[config.mk]
export PLATFORM = sky130hd
export DESIGN_NAME = fifo_stream_reader
export DESIGN_NICKNAME = d
export VERILOG_FILES = /design/src/rtl/fifo_stream_reader.sv
export SDC_FILE = /design/constraint.sdc
export NUM_CORES = 1
export LEC_CHECK = 0
export CORE_UTILIZATION = 29
export DETAILED_ROUTE_END_ITERATION = 12
export PLACE_DENSITY = 0.47
export SYNTH_ARGS = -nofsm -noshare
export SYNTH_HDL_FRONTEND = slang
export SYNTH_SLANG_ARGS = --single-unit
[constraint.sdc]
create_clock -name clk -period 3.25 [get_ports clk]
set_input_delay 0.4875 -clock clk [delete_from_list [all_inputs] [get_ports clk]]
set_output_delay 0.4875 -clock clk [all_outputs]
set_load 0.1 [all_outputs]
[src/rtl/fifo_stream_reader.sv]
// Pops words from a registered-output FIFO read port and presents them on a
// valid/ready stream through a small skid buffer, counting delivered words.
module fifo_stream_reader #(
    parameter int DATA_WIDTH = 8,
    parameter int BUF_DEPTH  = 2,
    parameter int CNT_WIDTH  = 32
) (
    input  logic                  clk,
    input  logic                  rst,
    input  logic                  fifo_empty,
    output logic                  fifo_rd_en,
    input  logic [DATA_WIDTH-1:0] fifo_dout,
    output logic                  out_valid,
    input  logic                  out_ready,
    output logic [DATA_WIDTH-1:0] out_data,
    input  logic                  cnt_clear,
    output logic [CNT_WIDTH-1:0]  words_read
);

    localparam int PTR_W = (BUF_DEPTH > 1) ? $clog2(BUF_DEPTH) : 1;
    localparam int OCC_W = $clog2(BUF_DEPTH + 1);
    localparam logic [PTR_W-1:0] LAST_IDX  = PTR_W'(BUF_DEPTH - 1);
    localparam logic [OCC_W:0]   DEPTH_EXT = (OCC_W + 1)'(BUF_DEPTH);

    logic [DATA_WIDTH-1:0] mem_q [BUF_DEPTH];
    logic [PTR_W-1:0]      head_q, head_d;
    logic [PTR_W-1:0]      tail_q, tail_d;
    logic [OCC_W-1:0]      occ_q, occ_d;
    logic                  inflight_q;
    logic [CNT_WIDTH-1:0]  cnt_q, cnt_d;
    logic                  xfer;
    logic [OCC_W:0]        occ_sum;

    // NOTE: every always_comb output gets a default first so no path leaves a
    // signal unassigned, which would otherwise infer a latch.
    always_comb begin
        out_valid  = ~rst & (occ_q != '0);
        xfer       = out_valid & out_ready;
        occ_sum    = {1'b0, occ_q} + (OCC_W + 1)'(inflight_q) - (OCC_W + 1)'(xfer);
        fifo_rd_en = ~rst & ~fifo_empty & (occ_sum < DEPTH_EXT);
        occ_d      = occ_sum[OCC_W-1:0];
        out_data   = mem_q[head_q];

        head_d = head_q;
        if (xfer) begin
            head_d = (head_q == LAST_IDX) ? '0 : head_q + 1'b1;
        end

        // The word popped last cycle lands now; store it at the tail.
        tail_d = tail_q;
        if (inflight_q) begin
            tail_d = (tail_q == LAST_IDX) ? '0 : tail_q + 1'b1;
        end

        cnt_d = cnt_q;
        if (cnt_clear) begin
            cnt_d = '0;
        end else if (xfer) begin
            cnt_d = cnt_q + 1'b1;
        end
    end

    always_ff @(posedge clk) begin
        if (rst) begin
            head_q     <= '0;
            tail_q     <= '0;
            occ_q      <= '0;
            inflight_q <= 1'b0;
            cnt_q      <= '0;
        end else begin
            head_q     <= head_d;
            tail_q     <= tail_d;
            occ_q      <= occ_d;
            inflight_q <= fifo_rd_en;
            cnt_q      <= cnt_d;
        end
    end

    // NOTE: the data storage carries no reset; occ gates its visibility, and
    // leaving it unreset lets it map onto plain registers or LUT RAM.
    always_ff @(posedge clk) begin
        if (inflight_q && !rst) begin
            mem_q[tail_q] <= fifo_dout;
        end
    end

    assign words_read = cnt_q;

    occ_bound_a: assert property (@(posedge clk) disable iff (rst)
        {1'b0, occ_q} <= DEPTH_EXT);

endmodule

==> impl_metrics.ini, run 1 <==
[clock_tree]
clk_pin_slew_ns = 0.10
cts_tree = done
cts-htree-levels = 2
holdBufCountCts = 0
clock-sinks = 54
cts_max_path_buffers = 2
cts_buffers = 5
clock_latency_ns = 0.32
cts_root_buf = clkbuf_8

[floorplan]
coreArea_um2 = 8760
fp.dieW_um = 97.2
std_cell_rows = 34
ios = 55
floorplan.initialDensity_pct = 30.0
die-area_um2 = 9440
die_y_um = 97.2

[routing]
drt-initial-drc-count = 66
wire_per_inst_um = 14.4
via_count = 2079
drt-pass1-iter-count = 4
drt-vias-per-instance = 4.97
final_antenna_net_count = 0
met2_length_um = 2730
m1WireLength_um = 2940
top_layer = met4
drc = 0
wirelength_um = 6010
met3WireLength_um = 263

[critical_path]
endpoint_kind = output pin
crit_path_max_incr_delay_ns = 0.55
path_buf_inv = 4
start_kind = input port
worstPathRequired_ns = 2.76
cpMaxStageDelayCell = clkdlybuf4s50_1
cp_max_fo = 2
cp.arrival_ns = 2.66
path_cells = clkdlybuf4s50_1, nand2_8, inv_4, ha_4, inv_2, ha_4, fa_2, xnor2_2, nor4_4, buf_12
worst-setup-path-type = in2out
crit_family = buffers and inverters
cp_common_cell = ha_4

[synth]
yosysWarnings = 0
synth_top_cell_by_area = dfxtp_1
synth_area_leaders = dfxtp_1 (29%), edfxtp_1 (18%), mux2i_1 (5.7%), or3_1 (4.5%), mux2_2 (3.9%)
synthesis.nets = 271
synth_edf_count = 16
avgSynthCellArea_um2 = 10.3
synthDistinctLibCells = 40
synth_async_sr_flop_share_pct = 0
synthFlopType = dfxtp_1
postSynthCellCount = 254
syn_area_um2 = 2630
synth_top_area_share_pct = 29.0
yosysSeqAreaShare_pct = 47.2
synth-seq-cells = 54

[min_path]
worstHoldPathType = reg2reg

[sta]
min_period_over_period_pct = 96.8
period_needed_ns = 3.14
tightest_slew_ns = 0.965
setup_viol = 0
worst_clock_skew_ns = 0.00619
rsz0062_at_grt = no
final_max_slew_viol_count = 0
fmax_ghz = 0.318
tns_ns = 0
hold_viol = 0
slew_headroom_pct = 35.4

[grt]
antenna_found_initial = 0
grt_overflow = 0
grt_pass1_vias = 1899
grt_pass1_wl_um = 9690
grt_use_total_pct = 12.7
grt_max_degree = 27

[placement]
hpwl_um = 4090
finalWeightedCongestion = 0.715
place_area_um2 = 3250
io_buffer_count = 54

[power]
leakagePower_nw = 1.14
power.density_nw_per_um2 = 522
irDropWorstVdd_v = 0.000225

[run_status]
outcome = finished clean

[final_layout]
final_area_um2 = 3370
drive_above_1_share_pct = 28.1
antenna-diode-count = 0
areaGrowthSynthToFinish_pct = 28.1
post-route-util_pct = 38.4
finalNetCount = 326

[run]
cap_violations = 0
## final timing paths
check                       from        endpoint  slack (ns)  depth (start not counted)
hold reg to reg   words_read[31]  words_read[31]        0.49                          2
hold / removal    words_read[31]  words_read[31]        0.49                          2
setup / recovery       out_ready      fifo_rd_en        0.11                         10
setup reg to reg   words_read[2]  words_read[20]        0.96                          4
## metrics by stage
step                instances  power (mW)  setup slack [ns]  hold WS, ns
floorplan                 254        1.21            -0.337        0.472
global placement          409        1.34          -0.00140        0.466
detailed placement        409        1.35           0.00155        0.462
CTS                       417        1.77            0.0589        0.485
global route              418        1.84            0.0224        0.516
finish                    418        1.76             0.105        0.486
## cell families after synthesis
| kind of cell | after synthesis | synth area share, % |
|---|---|---|
| and+or+nand+nor | 115 | 27.6 |
| AOI/OAI and AO/OA | 22 | 5.10 |
| buffers and inverters | 27 | 5.67 |
| muxes | 24 | 9.57 |
| xor gates and xnor gates | 8 | 2.67 |
| DFF | 54 | 47.2 |
| adders and majority gates | 4 | 2.19 |
## flip-flops by register name, summed over array words and instances (netlist names), named ones only
register and flops:
tail_q 1, inflight_q 1, occ_q 2, mem_q 16
head_q 1, words_read 32
## worst min-delay path, stage by stage, from the launching register on
cell,delay [ns]
dfxtp_1,0.34
nand2_1,0.05
mux2i_1,0.06
## synthesized netlist by cell type, types with 2 or more instances
library cell and n:
or4_1 5, nor2_1 11, inv_1 11, mux2i_1 15, o31ai_1 5, nand2_1 24, dfxtp_1 38, or3_1 19
clkbuf_1 7, and4_1 6, nor4_1 13, xor2_1 5, nor2b_1 2, a21oi_1 11, nor4_2 4, o21ai_0 5
nand4_4 2, ha_1 3, mux2_2 9, buf_4 3, buf_6 2, nand3_1 10, nand3_2 2, nand4_1 6
xnor2_1 3, and2_1 3, edfxtp_1 16, and3_1 2
## cells in the final DEF (no fill, tap or decap), types with 3 or more instances in the layout
cell type / count
nor4_1: 12
clkbuf_8: 5
and2_1: 3
dfxtp_1: 38
clkdlybuf4s50_1: 14
nand4_1: 6
nand3_1: 10
xor2_1: 5
o21ai_0: 5
nand2_1: 23
and4_1: 6
or4_1: 5
mux2_2: 9
or3_1: 19
edfxtp_1: 16
o31ai_1: 5
a21oi_1: 11
mux2i_1: 15
nor2_1: 11
nor4_2: 4
buf_4: 47
inv_1: 9
## cell type report
| cell class | count | area [um^2] |
|---|---|---|
| clock buffer | 5 | 68.8 |
| clock inverter | 3 | 28.8 |
| fill | 898 | 5400 |
| inverter | 11 | 43.8 |
| multi-input combinational | 173 | 1300 |
| sequential | 54 | 1240 |
| tap | 108 | 135 |
| timing repair buffer | 64 | 546 |
## power by group
| group | switching [mW] | internal [mW] | leakage [nW] |
|---|---|---|---|
| registers | 0.0306 | 0.737 | 0.452 |
| logic | 0.367 | 0.207 | 0.635 |
| clock network | 0.255 | 0.162 | 0.0506 |
| total | 0.652 | 1.11 | 1.14 |
## routing by layer
layer,vias up,global-route usage (%)
met1,988,17.9
met4,0,3.79
met2,45,19.4
met3,7,2.81
li1,1039,-
met5,-,0
## what timing repair did
item | in CTS | in global routing
buffers inserted | 0 | 1
gates resized for setup | 0 | 3
setup endpoints to repair | 1 | 1
pin swaps | 1 | 1
(Power assumes the default switching activity.)
==> run 2: changes to the inputs <==
--- a/config.mk
+++ b/config.mk
@@ -5,9 +5,9 @@
 export SDC_FILE = /design/constraint.sdc
 export NUM_CORES = 1
 export LEC_CHECK = 0
-export CORE_UTILIZATION = 29
+export CORE_UTILIZATION = 32
 export DETAILED_ROUTE_END_ITERATION = 12
-export PLACE_DENSITY = 0.47
+export PLACE_DENSITY = 0.51
 export SYNTH_ARGS = -nofsm -noshare
 export SYNTH_HDL_FRONTEND = slang
 export SYNTH_SLANG_ARGS = --single-unit
==> run 2 against run 1 <==
  * Maximum frequency down 0.42%
  * Highest routed layer unchanged
  * Sequential power is essentially flat
  * Cell area down 0.67%
  * Routed wire length shrank 6.1%
  * Clock power decreased by 3%
  * Hold slack lost 0.0036 ns
  * Non-clock buffer count down 1
==> impl_metrics.ini, run 2 (same netlist as run 1, synthesis figures left out) <==
[run_status]
outcome = finished clean

[power]
clkPwrFrac_pct = 23.5
p_int_mw = 1.09
leakagePower_nw = 1.11
p_comb_share_pct = 32.0
power_switching_mw = 0.634
switching_share_pct = 36.8
seqPwrFrac_pct = 44.5
power.density_nw_per_um2 = 516
irDropWorstVdd_v = 0.000173

[final_layout]
antenna-diode-count = 0
drive_above_1_share_pct = 26.5
final_cell_mix = buf_4 (44), dfxtp_1 (38), nand2_1 (23)
fillers = 802
areaGrowthSynthToFinish_pct = 27.3
largest_reg_flops = 32
layout_commonest_cell = buf_4
finalNetCount = 325
final_cells = 411
final_area_um2 = 3340

[floorplan]
floorplan.initialDensity_pct = 33.5
coreArea_um2 = 7850
std_cell_rows = 32
die_y_um = 92.6
fp.dieW_um = 92.6
ios = 55
die-area_um2 = 8580

[sta]
final_max_slew_viol_count = 0
worst_clock_skew_ns = 0.00677
hold_viol = 0
tns_ns = 0
worst_hold_slack_ns = 0.482
rsz0062_at_grt = no
slew_headroom_pct = 35.1
setup_viol = 0
min_period_over_period_pct = 97.2
period_needed_ns = 3.16
tightest_slew_ns = 0.970
fmax_ghz = 0.317

[clock_tree]
cts_root_buf = clkbuf_8
post_cts_buffers = 0
holdBufCountCts = 0
clk_pin_slew_ns = 0.10
cts_buffers = 5
cts-htree-levels = 2
cts_tree = done
cts_max_path_buffers = 2
clock-sinks = 54
clock_latency_ns = 0.31
cts_resized = 0

[run]
cap_violations = 0

[routing]
via_count = 2032
drt-vias-per-instance = 4.94
drt-initial-drc-count = 69
final_antenna_net_count = 0
drc = 0
drt-pass1-iter-count = 4
wire_per_inst_um = 13.7
wirelength_um = 5640

[placement]
hpwl_um = 3890
place_area_um2 = 3250
io_buffer_count = 54
placed_cells = 403
finalWeightedCongestion = 0.728

[critical_path]
path_buf_inv = 4
cp.arrival_ns = 2.67
worstPathRequired_ns = 2.76
crit_family = adder cells
worst-setup-path-type = in2out
r2r_setup_slack_ns = 1.06
endpoint_kind = output pin
cp_common_cell = ha_4
crit_path_max_incr_delay_ns = 0.51
cp_max_fo = 2
path_cells = clkdlybuf4s50_1, o21ba_4, nand2_8, inv_4, ha_4, inv_2, ha_4, fa_1, nor4_4, buf_12
cpMaxStageDelayCell = fa_1
start_kind = input port

[grt]
grt_pass1_wl_um = 9140
antenna_found_initial = 0
grt_overflow = 0
grt_pass1_vias = 1816
grt_max_degree = 27
grt_use_total_pct = 13.6

[min_path]
worstHoldPathType = reg2reg
[run 2: worst min-delay path, delay by kind of cell (launching register included)]
kind | cells | cell delay [ns]
flip-flops | 1 | 0.33
AND/OR/NAND/NOR | 1 | 0.05
multiplexers | 1 | 0.06
[run 2: per-stage QoR]
step	util (%)	total power, mW	setup slack [ns]
after floorplan	-	1.21	-0.337
after global placement	41.4	1.34	0.00596
after detailed placement	41.4	1.34	0.0127
after CTS	42.6	1.75	0.00257
after global routing	42.6	1.81	0.00463
final	42.6	1.72	0.0922
[run 2: power by group through the flow]
| stage | Sequential (mW) | Clock [mW] | Combinational, mW |
|---|---|---|---|
| 4_1_cts | 0.768 | 0.425 | 0.559 |
| 3_5_place_dp | 0.784 | 0 | 0.556 |
| 3_3_place_gp | 0.783 | 0 | 0.557 |
| 5_1_grt | 0.774 | 0.451 | 0.588 |
| 6_report | 0.768 | 0.406 | 0.551 |
| 2_1_floorplan | 0.779 | 0 | 0.432 |
[run 2: final timing paths]
kind | start | to | cells past startpoint
max | rst | fifo_rd_en | 10
max reg2reg | words_read[2] | words_read[29] | 4
min reg2reg | words_read[31] | words_read[31] | 2
min | words_read[31] | words_read[31] | 2
[run 2: area by class of cell]
class	count	area, um^2	share of cell area, %
tap	102	128	3.82
inverter	11	43.8	1.31
sequential	54	1240	37.1
multi-input combinational	173	1290	38.7
clock inverter	3	28.8	0.860
clock buffer	5	68.8	2.06
timing repair buffer	63	541	16.2
[run 2: routing by layer]
layer  wire, um  up-vias  track usage (%)
met2       2430       41             19.9
met4         73        0             4.62
li1           -     1032                -
met5          0        -                0
met1       2880      953             19.7
met3        250        6             2.96
==> run 3: changes to the inputs <==
==> constraint.sdc (replaced) <==
create_clock -name clk -period 3.25 [get_ports clk]
set_input_delay 0.4875 -clock clk [delete_from_list [all_inputs] [get_ports clk]]
set_output_delay 0.4875 -clock clk [all_outputs]
set_load 0.05 [all_outputs]
==> run 3 against run 2 <==
  * Die area did not move
  * Total power decreased by 8.0%
  * Clock power down 2%
  * Register-to-register slack worse by 0.03 ns
  * Sequential power barely moved
  * Largest power group unchanged
==> impl_metrics.ini, run 3 (same netlist as run 1, synthesis figures left out) <==
[run_status]
outcome = finished clean

[critical_path]
path_cells = clkdlybuf4s50_1, nand2_2, inv_1, ha_1, inv_1, ha_1, fa_2, xnor2_2, nor4_4, buf_12
cp.arrival_ns = 2.58
cpMaxStageDelayCell = clkdlybuf4s50_1
endpoint_kind = output pin
worstPathRequired_ns = 2.76
worst-setup-path-type = in2out
timing.rr.start = words_read[2]
cp_max_fo = 2
crit_path_max_incr_delay_ns = 0.48
start_kind = input port
r2r_end = words_read[25]
reg2regPathDepth = 4
r2r_setup_slack_ns = 1.03

[placement]
pre_cts_ws_ns = 0.0490
hpwl_um = 3860
place_area_um2 = 3280
finalWeightedCongestion = 0.710
placed_cells = 401
io_buffer_count = 54

[floorplan]
floorplan.initialDensity_pct = 33.5
fp.dieW_um = 92.6
die_y_um = 92.6
ios = 55
die-area_um2 = 8580
coreArea_um2 = 7850
std_cell_rows = 32

[clock_tree]
clock-sinks = 54
cts_tree = done
cts-htree-levels = 2
clk_pin_slew_ns = 0.10
clock_latency_ns = 0.31
holdBufCountCts = 0
post_cts_buffers = 0
cts_max_path_buffers = 2
cts_root_buf = clkbuf_8
cts_buffers = 5

[final_layout]
fillers = 804
final_cells = 409
final_cell_mix = clkdlybuf4s50_1 (51), dfxtp_1 (38), nand2_1 (23)
layout_commonest_cell = clkdlybuf4s50_1
multi_input_area_um2 = 1260
largest_reg_flops = 32
final_area_um2 = 3390
antenna-diode-count = 0
ff_latch_area_um2 = 1240
finalNetCount = 323
drive_above_1_share_pct = 14.0
areaGrowthSynthToFinish_pct = 29.0

[sta]
worst_clock_skew_ns = 0.00624
tightest_slew_ns = 0.606
final_max_slew_viol_count = 0
hold_viol = 0
fin_ws_ns = 0.186
slew_headroom_pct = 59.5
tns_ns = 0
fmax_ghz = 0.326
period_needed_ns = 3.06
min_period_over_period_pct = 94.3
rsz0062_at_grt = no
setup_viol = 0

[min_path]
hold-path-endpoint = words_read[31]
hold_depth = 2
worstHoldStart = words_read[31]
worstHoldPathType = reg2reg

[routing]
drt-pass1-iter-count = 4
drc = 0
drt-vias-per-instance = 4.92
wire_per_inst_um = 13.8
drt-initial-drc-count = 113
wirelength_um = 5640
via_count = 2011
final_antenna_net_count = 0

[grt]
grt_max_degree = 27
grt_pass1_wl_um = 9580
grt_overflow = 0
grt_pass1_vias = 1869
antenna_found_initial = 0
grt_use_total_pct = 14.2

[power]
irDropWorstVdd_v = 0.000181
power.density_nw_per_um2 = 468
leakagePower_nw = 1.06

[run]
cap_violations = 0
-- run 3: cell count changes in the layout (fill, tap and decap cells not counted), moves of 2 or more --
cell / before / now
buf_4: 44 / 7
clkdlybuf4s50_1: 17 / 51
ha_1: 1 / 3
ha_4: 2 / 0
inv_1: 9 / 11
-- run 3: layout make-up --
class | instances | share of cell area [%]
Clock buffer | 5 | 2.03
Clock inverter | 3 | 0.849
Inverter | 11 | 1.22
Multi-Input combinational cell | 173 | 37.3
Sequential cell | 54 | 36.6
Tap cell | 102 | 3.77
Timing Repair Buffer | 61 | 18.2
-- run 3: worst max-delay path by stage --
stage,start,end,cells after the start
2_1_floorplan,rst,fifo_rd_en,10
3_3_place_gp,rst,fifo_rd_en,10
3_5_place_dp,rst,fifo_rd_en,10
4_1_cts,rst,fifo_rd_en,10
5_1_grt,out_ready,fifo_rd_en,10
6_report,out_ready,fifo_rd_en,10
-- run 3: routing by layer --
layer | global-route usage, % | routed length (um)
met1 | 20.9 | 2880
met2 | 20.7 | 2480
met3 | 3.37 | 235
met4 | 3.85 | 43
met5 | 0 | 0
-- run 3: worst max-delay path: cells and delay by family --
family | cells | cell delay, ns
xor+xnor | 1 | 0.16
fa+ha+maj | 3 | 0.82
buf+inv | 4 | 0.74
simple gates | 2 | 0.37
-- run 3: power breakdown --
| part | leakage (nW) | total (mW) | internal [mW] | switching [mW] |
|---|---|---|---|---|
| Sequential | 0.452 | 0.766 | 0.737 | 0.0288 |
| Clock | 0.0502 | 0.398 | 0.160 | 0.238 |
| Combinational | 0.557 | 0.423 | 0.186 | 0.237 |
| Total | 1.06 | 1.59 | 1.08 | 0.503 |
-- run 3: stage by stage --
stage / total power [mW] / util, % / hold WS (ns)
after floorplan: 1.07 / - / 0.472
after global placement: 1.19 / 41.7 / 0.463
after detailed placement: 1.20 / 41.7 / 0.465
after CTS: 1.60 / 43.0 / 0.491
after global routing: 1.68 / 43.2 / 0.507
final: 1.59 / 43.2 / 0.486
-- run 3: timing repair --
action                                 4_1_cts  5_1_grt
endpoints found under the hold margin        0        0
setup endpoints to repair                    0        1
resized for setup                            0        4
